### src/rtl/mem_port_arbiter.sv
// Shares one memory port between icache prefetch and dcache misses; returns are routed by tag owner.
// Grant, mem command, accept and return routing are same-cycle combinational; state updates at posedge.
// No queuing: a rejected request (resp tag 0) must be re-presented. MEM_ARB_ANTI_STARVE_EN adds icache anti-starvation.
package mem_arb_pkg;
    localparam int NUM_MEM_TAGS = 15;
    typedef logic [$clog2(NUM_MEM_TAGS+1)-1:0] MEM_TAG;
    typedef logic [31:0] ADDR;
    typedef logic [63:0] MEM_BLOCK;
    typedef enum logic [1:0] {MEM_NONE = 2'd0, MEM_LOAD = 2'd1, MEM_STORE = 2'd2} MEM_COMMAND;
    typedef struct packed {
        logic valid;
        ADDR  addr;
    } ADDR_PACKET;
endpackage

module mem_port_arbiter
    import mem_arb_pkg::*;
#(
    parameter int STARVE_LIMIT      = 4,
    parameter int MAX_I_OUTSTANDING = NUM_MEM_TAGS - 1
) (
    input  logic                                clock,
    input  logic                                reset,
    input  ADDR_PACKET                          i_req,
    output logic                                i_req_accepted,
    output MEM_TAG                              i_req_tag,
    output MEM_BLOCK                            i_return_data,
    output MEM_TAG                              i_return_tag,
    input  logic                                d_req_valid,
    input  MEM_COMMAND                          d_req_cmd,
    input  ADDR                                 d_req_addr,
    input  MEM_BLOCK                            d_req_data,
    output logic                                d_req_accepted,
    output MEM_TAG                              d_req_tag,
    output MEM_BLOCK                            d_return_data,
    output MEM_TAG                              d_return_tag,
    output MEM_COMMAND                          mem_cmd,
    output ADDR                                 mem_addr,
    output MEM_BLOCK                            mem_data,
    input  MEM_TAG                              mem_resp_tag,
    input  MEM_BLOCK                            mem_data_in,
    input  MEM_TAG                              mem_data_tag,
    output logic [$clog2(NUM_MEM_TAGS+1)-1:0]   i_outstanding
);
    localparam int OUT_W = $clog2(NUM_MEM_TAGS + 1);

    // Entry 0 is never written, so tag 0 always reads as "no owner".
    logic [NUM_MEM_TAGS:0] tag_valid;
    logic [NUM_MEM_TAGS:0] tag_owner;

    logic i_elig, grant_i, grant_d, prio_i;
    logic ret_hit, ret_owner, i_ret, load_acc;

`ifdef MEM_ARB_ANTI_STARVE_EN
    localparam int SW = $clog2(STARVE_LIMIT + 1);
    logic [SW-1:0] starve_cnt;
    assign prio_i = (starve_cnt == SW'(STARVE_LIMIT));
`else
    assign prio_i = 1'b0;
`endif

    assign i_elig  = i_req.valid && (i_outstanding < OUT_W'(MAX_I_OUTSTANDING));
    assign grant_i = i_elig && (!d_req_valid || prio_i);
    assign grant_d = d_req_valid && !grant_i;

    always_comb begin
        mem_cmd  = MEM_NONE;
        mem_addr = '0;
        mem_data = '0;
        if (grant_d) begin
            mem_cmd  = d_req_cmd;
            mem_addr = d_req_addr;
            mem_data = d_req_data;
        end else if (grant_i) begin
            mem_cmd  = MEM_LOAD;
            mem_addr = i_req.addr;
        end
    end

    assign i_req_accepted = grant_i && (mem_resp_tag != '0);
    assign d_req_accepted = grant_d && (mem_resp_tag != '0);
    assign i_req_tag      = i_req_accepted ? mem_resp_tag : '0;
    assign d_req_tag      = d_req_accepted ? mem_resp_tag : '0;
    assign load_acc       = i_req_accepted || (d_req_accepted && d_req_cmd == MEM_LOAD);

    assign ret_hit   = (mem_data_tag != '0) && tag_valid[mem_data_tag];
    assign ret_owner = tag_owner[mem_data_tag];
    assign i_ret     = ret_hit && !ret_owner;

    assign i_return_tag  = i_ret ? mem_data_tag : '0;
    assign i_return_data = i_ret ? mem_data_in : '0;
    assign d_return_tag  = (ret_hit && ret_owner) ? mem_data_tag : '0;
    assign d_return_data = (ret_hit && ret_owner) ? mem_data_in : '0;

    // Clear precedes set so a tag recycled in its own return cycle keeps the new owner.
    always_ff @(posedge clock) begin
        if (reset) begin
            tag_valid     <= '0;
            tag_owner     <= '0;
            i_outstanding <= '0;
        end else begin
            if (ret_hit)
                tag_valid[mem_data_tag] <= 1'b0;
            if (load_acc) begin
                tag_valid[mem_resp_tag] <= 1'b1;
                tag_owner[mem_resp_tag] <= grant_d;
            end
            case ({i_req_accepted, i_ret})
                2'b10:   i_outstanding <= i_outstanding + OUT_W'(1);
                2'b01:   i_outstanding <= i_outstanding - OUT_W'(1);
                default: i_outstanding <= i_outstanding;
            endcase
        end
    end

`ifdef MEM_ARB_ANTI_STARVE_EN
    always_ff @(posedge clock) begin
        if (reset || !i_req.valid || i_req_accepted)
            starve_cnt <= '0;
        else if (i_elig && !prio_i)
            starve_cnt <= starve_cnt + SW'(1);
    end
`endif

endmodule

### config.mk
export PLATFORM = sky130hd
export DESIGN_NAME = mem_port_arbiter
export DESIGN_NICKNAME = d
export VERILOG_FILES = /design/src/rtl/mem_port_arbiter.sv
export SDC_FILE = /design/constraint.sdc
export NUM_CORES = 1
export LEC_CHECK = 0
export ABC_CLOCK_PERIOD_IN_PS = 4600
export CAP_MARGIN = 20
export CORE_AREA = 2 2 177 179
export DETAILED_ROUTE_END_ITERATION = 8
export DIE_AREA = 0 0 179 181
export PLACE_DENSITY = 0.49
export SKIP_LAST_GASP = 1
export SLEW_MARGIN = 0
export SYNTH_ARGS = -nofsm -noshare
export SYNTH_HDL_FRONTEND = slang
export SYNTH_SLANG_ARGS = --single-unit
export TNS_END_PERCENT = 20
### constraint.sdc
create_clock -name clock -period 4.6 [get_ports clock]
set_input_delay 0.46 -clock clock [delete_from_list [all_inputs] [get_ports clock]]
set_output_delay 0.46 -clock clock [all_outputs]
set_load 0.05 [all_outputs]
### Yosys cells after proc, flatten, opt, wreduce, memory -nomap -nowiden

Index checks and enable logic that the tools add are counted.

* flip-flop bits (word level): 36
* input bits: 206
* output and inout bits: 248
* word-level logic and storage cells: 58

* add/sub/neg operators: 2
* order comparisons: 5
* equality and inequality tests: 3
* multiplexer cells: 24
* bitwise logic cells: 3
* reductions and logical operators: 18

Operators by type and width (number)
* $mux W64: 3
* $mux W32: 2
* $mux W16: 3
* $and A16 B16 Y16: 1
* $bwmux W16: 1
* $mux W4: 4
* $not A16 Y16: 1
* $or A16 B16 Y16: 1
* $logic_and A1 B1 Y1: 11
* $lt A4 B5 Y1 const B: 2
* $bmux W1 S4: 2
* $demux W1 S4: 2
* $ge A4 B1 Y1 const B: 2
* $pmux W4 S2: 1
* $reduce_bool A4 Y1: 2
* $mux W1: 5
* $add A4 B1 Y4 const B: 1
* $eq A2 B1 Y1 const B: 2
* $lt A4 B4 Y1 const B: 1
* $sub A4 B1 Y4 const B: 1
* $logic_not A1 Y1: 3
* $eq A2 B2 Y1 const B: 1
* $mux W2: 1
* $reduce_bool A2 Y1: 1
* $logic_or A1 B1 Y1: 1

### Depth between registers and ports, before layout

Gate-level depths: netlist (run 1).

* depth after elaboration: 10
* gate-level depth with buffers: 16
* mapped depth without buffers: 12

### Least setup slack after synthesis (run 1)

Ideal clock, no wire load.

* kind: reg2reg
* from: register i_outstanding[1]
* to: register i_outstanding[2]
* setup time: 0.071 ns
* data arrival time: 3.418 ns
* data required time: 4.529 ns
* path slack: 1.111 ns
* cell stages (with the launch flop): 11
* buffers on the path: 0
* clock period less this slack: 3.489 ns
* cell sequence: dfxtp_1 > and3_1 > nor3_1 > inv_1 > ha_1 > xor2_1 > ha_1 > a21oi_1 > xor2_1 > or3_1 > a21oi_1

* cells in the longest elaborated chain, start to end: 6
* elaborated cells on any way between the ends: 10

Ends and longest elaborated chain
* from (decl): RTL line 43 `output logic [$clog2(NUM_MEM_TAGS+1)-1:0] i_outstanding`
* from (signal assigned): RTL line 109 `2'b10: i_outstanding <= i_outstanding + OUT_W'(1);`
* from (signal assigned): RTL line 110 `2'b01: i_outstanding <= i_outstanding - OUT_W'(1);`
* from (signal assigned): RTL line 111 `default: i_outstanding <= i_outstanding;`
* $lt A4 B4 Y1 (*): RTL line 62 `assign i_elig = i_req.valid && (i_outstanding < OUT_W'(MAX_I_OUTSTANDING));`
* $logic_and A1 B1 Y1 (*): RTL line 62
* $logic_and A1 B1 Y1 (*): RTL line 63 `assign grant_i = i_elig && (!d_req_valid || prio_i);`
* $logic_and A1 B1 Y1 (*): RTL line 80 `assign i_req_accepted = grant_i && (mem_resp_tag != '0);`
* named net i_req_accepted: RTL line 25 `output logic i_req_accepted,`
* $eq A2 B1 Y1 / $eq A2 B2 Y1 (equally long branches): RTL line 108 `case ({i_req_accepted, i_ret})`
* $pmux W4 S2 / $reduce_bool A2 Y1 (equally long branches)

Mark *: on every way through the listed nets, which the timed path passes. The rest lies on a longest branch.
A chain may end at the register's enable or synchronous reset.

### Worst setup path in the final report (run 1)

* from: input port mem_data_tag[1]
* to: output port d_return_data[4]

* cells in the longest elaborated chain, start to end: 5
* elaborated cells on any way between the ends: 8

Ends and longest elaborated chain
* from (decl): RTL line 42 `input MEM_TAG mem_data_tag,`
* $bmux W1 S4: RTL line 86 `assign ret_hit = (mem_data_tag != '0) && tag_valid[mem_data_tag];`
* $mux W1 (implied by the code): RTL line 86
* $logic_and A1 B1 Y1: RTL line 86
* $logic_and A1 B1 Y1 (*): RTL line 93 `assign d_return_data = (ret_hit && ret_owner) ? mem_data_in : '0;`
* $mux W64 (*): RTL line 93
* to (decl): RTL line 35 `output MEM_BLOCK d_return_data,`

Every way passes the cells marked *; elsewhere a longest branch is shown, timed or not. The select of a mux whose other input is x is not followed.

==> results of run 1 <==
power by group:
group,internal (mW),switching (mW),total (mW),leakage (nW)
logic,0.374,0.458,0.833,3.05
registers,0.318,0.00584,0.324,0.291
clock network,0.285,0.130,0.415,0.0901
final timing paths:
check / start / depth (start not counted) / slack [ns] / endpoint
worst min-delay path: tag_valid[0] / 1 / 0.47 / tag_valid[0]
worst min register to register: tag_valid[0] / 1 / 0.47 / tag_valid[0]
worst max-delay path: mem_data_tag[1] / 8 / 0.56 / d_return_data[4]
worst max register to register: tag_owner[11] / 11 / 1.71 / i_outstanding[3]
metrics by stage:
stage	instances	area, um2	hold slack, ns
final	1315	9480	0.469
after global routing	1315	9480	0.493
after CTS	1312	9470	0.468
after detailed placement	1304	9290	0.454
after global placement	1304	9290	0.455
after floorplan	505	3910	0.433
per-layer routing:
layer  track usage [%]  share of wire, %  vias up
met3              4.73                10       30
met1              15.5                34     2516
met4              6.41               3.8        2
li1                  -                 -     2619
met2              30.1                52      321
met5                 0             0.044        -
worst register-to-register path, cell delays in order, from the launching register on:
cell      delay (ns)
dfxtp_1         0.31
mux4_2          0.46
and3b_1         0.20
a31oi_2         0.20
nand3_2         0.10
nor2_1          0.22
ha_1            0.30
nor4bb_1        0.30
a21oi_1         0.07
o22a_1          0.21
or3_1           0.31
a21oi_1         0.14
synthesized netlist by cell type, types with 2 or more instances:
library cell    n  share of area [%]
nor3b_1       133                 26
and2_1         74                 12
dfxtp_1        36                 18
clkbuf_1       33                3.2
a22o_1         32                7.2
a21oi_1        24                3.1
nor2_1         24                2.3
o21ai_0        22                2.8
buf_2          14                1.8
nand2_1        13                1.2
mux2i_1        12                3.1
buf_6          10                2.9
nand3_1        10                1.3
mux4_2          7                4.0
a31oi_1         6               0.96
nand2b_1        6               0.96
nor2b_1         6               0.96
buf_4           5               0.96
inv_1           5               0.48
nand4b_1        5                1.1
and3_1          3               0.48
ha_1            3               0.96
xor2_1          3               0.67
nand3b_1        2               0.38
or3_1           2               0.32
kinds of logic after synthesis:
| logic type | synth area share (%) |
|---|---|
| AO/OA/AOI/OAI | 15.4 |
| XOR/XNOR | 0.672 |
| adder cells (fa/ha/maj) | 0.960 |
| buffers and inverters | 9.41 |
| flip-flops | 18.4 |
| multiplexers | 7.39 |
| AND/OR/NAND/NOR | 47.8 |
placed cells by master, fill, tap and decap left out, types with 5 or more instances in the layout:
cell and count:
clkdlybuf4s50_1 338, nor3b_1 133, and2_1 74, buf_12 70, buf_4 58, dfxtp_1 36, a22o_1 32, a21oi_1 24
nor2_1 23, o21ai_0 22, nand2_1 13, mux2i_1 12, nand3_1 10, mux4_2 7, nand2b_1 6, nor2b_1 6
a31oi_1 6, inv_1 5, nand4b_1 5, clkbuf_16 5
cell type report:
class	count	area [um2]
well taps	396	495
flip-flops and latches	36	721
clock inverters	1	30.0
repair buffers	466	5220
diodes	3	7.51
fillers	3212	20900
inverters	5	18.8
multi-input cells	401	2840
clock buffers	7	153
registers in the layout, indices dropped and copies added (netlist names):
signal / cells
i_outstanding: 4
tag_owner: 16
tag_valid: 16
==> flow_metrics.tcl, run 1 <==
set metrics [dict create \
    dp_slack_ns 0.549 \
    synth_ff_type "dfxtp_1" \
    crit_family "buffers and inverters" \
    crit_top_cell "clkdlybuf4s50_1" \
    port_buffers 453 \
    area_growth_pct 142 \
    io_pins 454 \
    std_cell_rows 64 \
    cts_root_buf "clkbuf_16" \
    slowest_stage "clkdlybuf4s50_1" \
    p_leak_nw 3.43 \
    max_freq_mhz 247 \
    ctsResizeCount 0 \
    synth_seq_cells 36 \
    grt_usage_pct 15.8 \
    cellPowerDensity_nw_per_um2 166 \
    tritoncts "done" \
    power_mw 1.57 \
    relSlewSlack_pct 47.9 \
    max_stage_delay_ns 0.85 \
    startpoint_type "input port" \
    synth_cell_types 40 \
    dieArea_um2 32400 \
    numCtsBuffers 5 \
    cp.arrival_ns 3.58 \
    grt_pass1_wl_um 37000 \
    layout-drive-gt1-share_pct 16.4 \
    synthCells 505 \
    fin_crit_sh_pct 87.9 \
    die_w_um 179 \
    drtIter0Drc 196 \
    grt_pass1_vias 5411 \
    ir_worst_vdd_mv 0.121 \
    via_per_inst 4.17 \
    end_kind "output port" \
    status "finished clean" \
    path_buf_inv 3 \
    syn_area_per_cell_um2 7.74 \
    cts.htree.levels 2 \
    crit_path_cell_trace "clkdlybuf4s50_1 > mux4_2 > mux2_2 > nand2_1 > a21boi_4 > buf_12 > nor3b_1 > clkdlybuf4s50_1" \
    ys.warnings.count 0 \
    setup_tns_ns 0 \
    synth-edff-count 0 \
    firstDrtPassIters 4 \
    required_ns 4.14 \
    clkLatencyLatePin_ns 0.28 \
    cts.sinks 36 \
    ant_nets 0 \
    path_clk_slew_ns 0.06 \
    clockBufferDepth 2 \
    finClkSkew_ns 0.00392 \
    core_area_um2 30300 \
    synthesis.area_um2 3910 \
    cts_hold_buf 0 \
    finalMaxSlewViolations 0 \
    hpwlAfterDp_um 23000 \
    grt_max_degree 89 \
    tightest_slew_ns 0.782 \
    seq_area_frac_synth_pct 18.4 \
    fin_ws_ns 0.555 \
    rsz0062_at_grt "false" \
    postCtsSetupRepairBufs 0 \
    hold_viol 0 \
    wire_per_inst_um 20.6 \
    min_period_ns 4.04 \
    worstSetupPathType "input port to output port" \
    path_max_fanout 46 \
    final_util_pct 31.2 \
    grt_overflow 0 \
    via_count 5488 \
    grt_antenna_before_repair 9 \
    synth_nets 714 \
    synth_async_sr_flop_share_pct 0 \
    setup_viol 0 \
    nets 1124 \
    start_util_pct 12.9 \
    wl_um 27100 \
    cap_violations 0 \
    gp_congestion 0.778 \
    hp-class "register to register" \
    drc 0 \
    die_h_um 181 \
]
Note: power is estimated with default switching activity, not from simulation.
==> run 2, diff against run 1 <==
Settings changed: CTS_BUF_LIST set to sky130_fd_sc_hd__clkbuf_4 sky130_fd_sc_hd__clkbuf_8, SLEW_MARGIN 0 to unset.
==> run 2 against run 1 <==
Net effect:
- combinational power is essentially flat
- sequential power is essentially flat
- sequential share of layout area is essentially flat
- wire length is essentially flat
- maximum frequency grew 0.83%
- core utilization shrank 0.18 points
- setup slack gained 0.033 ns
- design area shrank 0.57%
- die area is the same
- via count shrank 0.27%
- critical path type unchanged
- largest cell class unchanged
==> flow_metrics.tcl, run 2 (same netlist as run 1, synthesis figures left out) <==
set metrics [dict create \
    gp_congestion 0.778 \
    p_leak_nw 3.40 \
    die_h_um 181 \
    end_kind "output port" \
    relSlewSlack_pct 47.7 \
    power_mw 1.46 \
    nets 1124 \
    via_count 5473 \
    reg_top3 "tag_owner x16, tag_valid x16, i_outstanding x4" \
    final_common_cell "clkdlybuf4s50_1" \
    worstSetupPathType "input port to output port" \
    reg2reg_setup_slack_ns 1.72 \
    min_period_ns 4.01 \
    grt_max_degree 89 \
    fin_cells 1316 \
    fin_area_um2 9430 \
    wl_um 27100 \
    cts_hold_buf 0 \
    drc 0 \
    dieArea_um2 32400 \
    setup_viol 0 \
    setup_tns_ns 0 \
    crit_path_cell_trace "clkdlybuf4s50_1 > mux4_2 > mux2_2 > nand2_1 > a21boi_4 > buf_12 > nor3b_1 > clkdlybuf4s50_1" \
    numCtsBuffers 5 \
    tritoncts "done" \
    r2r_cells 11 \
    status "finished clean" \
    path_max_fanout 46 \
    clkLatencyLatePin_ns 0.29 \
    finClkSkew_ns 0.00814 \
    min-delay-start "tag_valid[0]" \
    crit_top_cell "clkdlybuf4s50_1" \
    dp_cells 1304 \
    hp-class "register to register" \
    clockBufferDepth 2 \
    grt_antenna_before_repair 10 \
    grt_usage_pct 15.7 \
    ant_nets 0 \
    wire_per_inst_um 20.6 \
    path_clk_slew_ns 0.08 \
    core_area_um2 30300 \
    start_util_pct 12.9 \
    layout-drive-gt1-share_pct 16.4 \
    grt_overflow 0 \
    cts.sinks 36 \
    port_buffers 453 \
    die_w_um 179 \
    holdPathEnd "tag_valid[0]" \
    cp.arrival_ns 3.55 \
    fin_crit_sh_pct 87.2 \
    rsz0062_at_grt "false" \
    cts.htree.levels 2 \
    reg2reg_from "tag_owner[11]" \
    most-common-layout-cells "clkdlybuf4s50_1 (338), nor3b_1 (133), and2_1 (74), buf_12 (70), buf_4 (58)" \
    firstDrtPassIters 4 \
    ir_worst_vdd_mv 0.0846 \
    hpwlAfterDp_um 23000 \
    cap_violations 0 \
    drtIter0Drc 193 \
    grt_pass1_wl_um 36900 \
    ctsResizeCount 0 \
    startpoint_type "input port" \
    hold_path_depth 1 \
    tightest_slew_ns 0.784 \
    r2r_end "i_outstanding[3]" \
    finalMaxSlewViolations 0 \
    max_stage_delay_ns 0.82 \
    cts_root_buf "clkbuf_8" \
    cellPowerDensity_nw_per_um2 155 \
    required_ns 4.14 \
    std_cell_rows 64 \
    postCtsSetupRepairBufs 0 \
    placed_area_um2 9290 \
    max_freq_mhz 249 \
    via_per_inst 4.16 \
    area_growth_pct 141 \
    grt_pass1_vias 5407 \
    slowest_stage "clkdlybuf4s50_1" \
    hold_viol 0 \
    io_pins 454 \
]
==> run 2: how the worst max path moves through the flow <==
| stage | startpoint | endpoint | slack [ns] |
|---|---|---|---|
| 5_1_grt | mem_data_tag[1] | d_return_data[57] | 0.42 |
| 3_5_place_dp | mem_data_tag[1] | d_return_data[4] | 0.55 |
| 6_report | mem_data_tag[1] | d_return_data[4] | 0.59 |
| 4_1_cts | mem_data_tag[1] | d_return_data[4] | 0.54 |
| 2_1_floorplan | i_outstanding[1] | i_outstanding[2] | 1.11 |
| 3_3_place_gp | mem_data_tag[1] | d_return_data[4] | 0.59 |
==> run 2: per-layer routing <==
layer	global-route usage [%]	part of all wire, %	up-vias
met3	4.67	9.6	25
li1	-	-	2619
met2	30.2	53	304
met4	6.41	2.8	2
met5	0	0.044	-
met1	15.4	34	2523
==> run 2: per-stage QoR <==
stage / hold WS (ns) / worst slack (ns) / utilization, %
floorplan: 0.433 / 1.11 / -
global placement: 0.455 / 0.587 / 30.6
detailed placement: 0.454 / 0.549 / 30.6
CTS: 0.471 / 0.544 / 31.0
global route: 0.496 / 0.421 / 31.1
finish: 0.471 / 0.589 / 31.1
==> run 2: worst max-delay path, delay by kind of cell <==
kind / cells / cell delay (ns)
buffers and inverters: 3 / 1.80
AO/OA/AOI/OAI: 1 / 0.25
multiplexers: 2 / 0.84
AND/OR/NAND/NOR: 2 / 0.19
==> run 2: report_power, final <==
part / internal (mW) / switching (mW) / total, mW
sequential: 0.317 / 0.00574 / 0.323
clock: 0.191 / 0.117 / 0.308
combinational: 0.374 / 0.458 / 0.832
==> run 2: layout make-up <==
| class | instances | area (um2) |
|---|---|---|
| fill | 3223 | 20900 |
| sequential | 36 | 721 |
| tap | 396 | 495 |
| inverter | 5 | 18.8 |
| timing repair buffer | 466 | 5220 |
| clock inverter | 1 | 30.0 |
| multi-input combinational | 401 | 2840 |
| clock buffer | 7 | 96.3 |
| antenna | 4 | 10.0 |
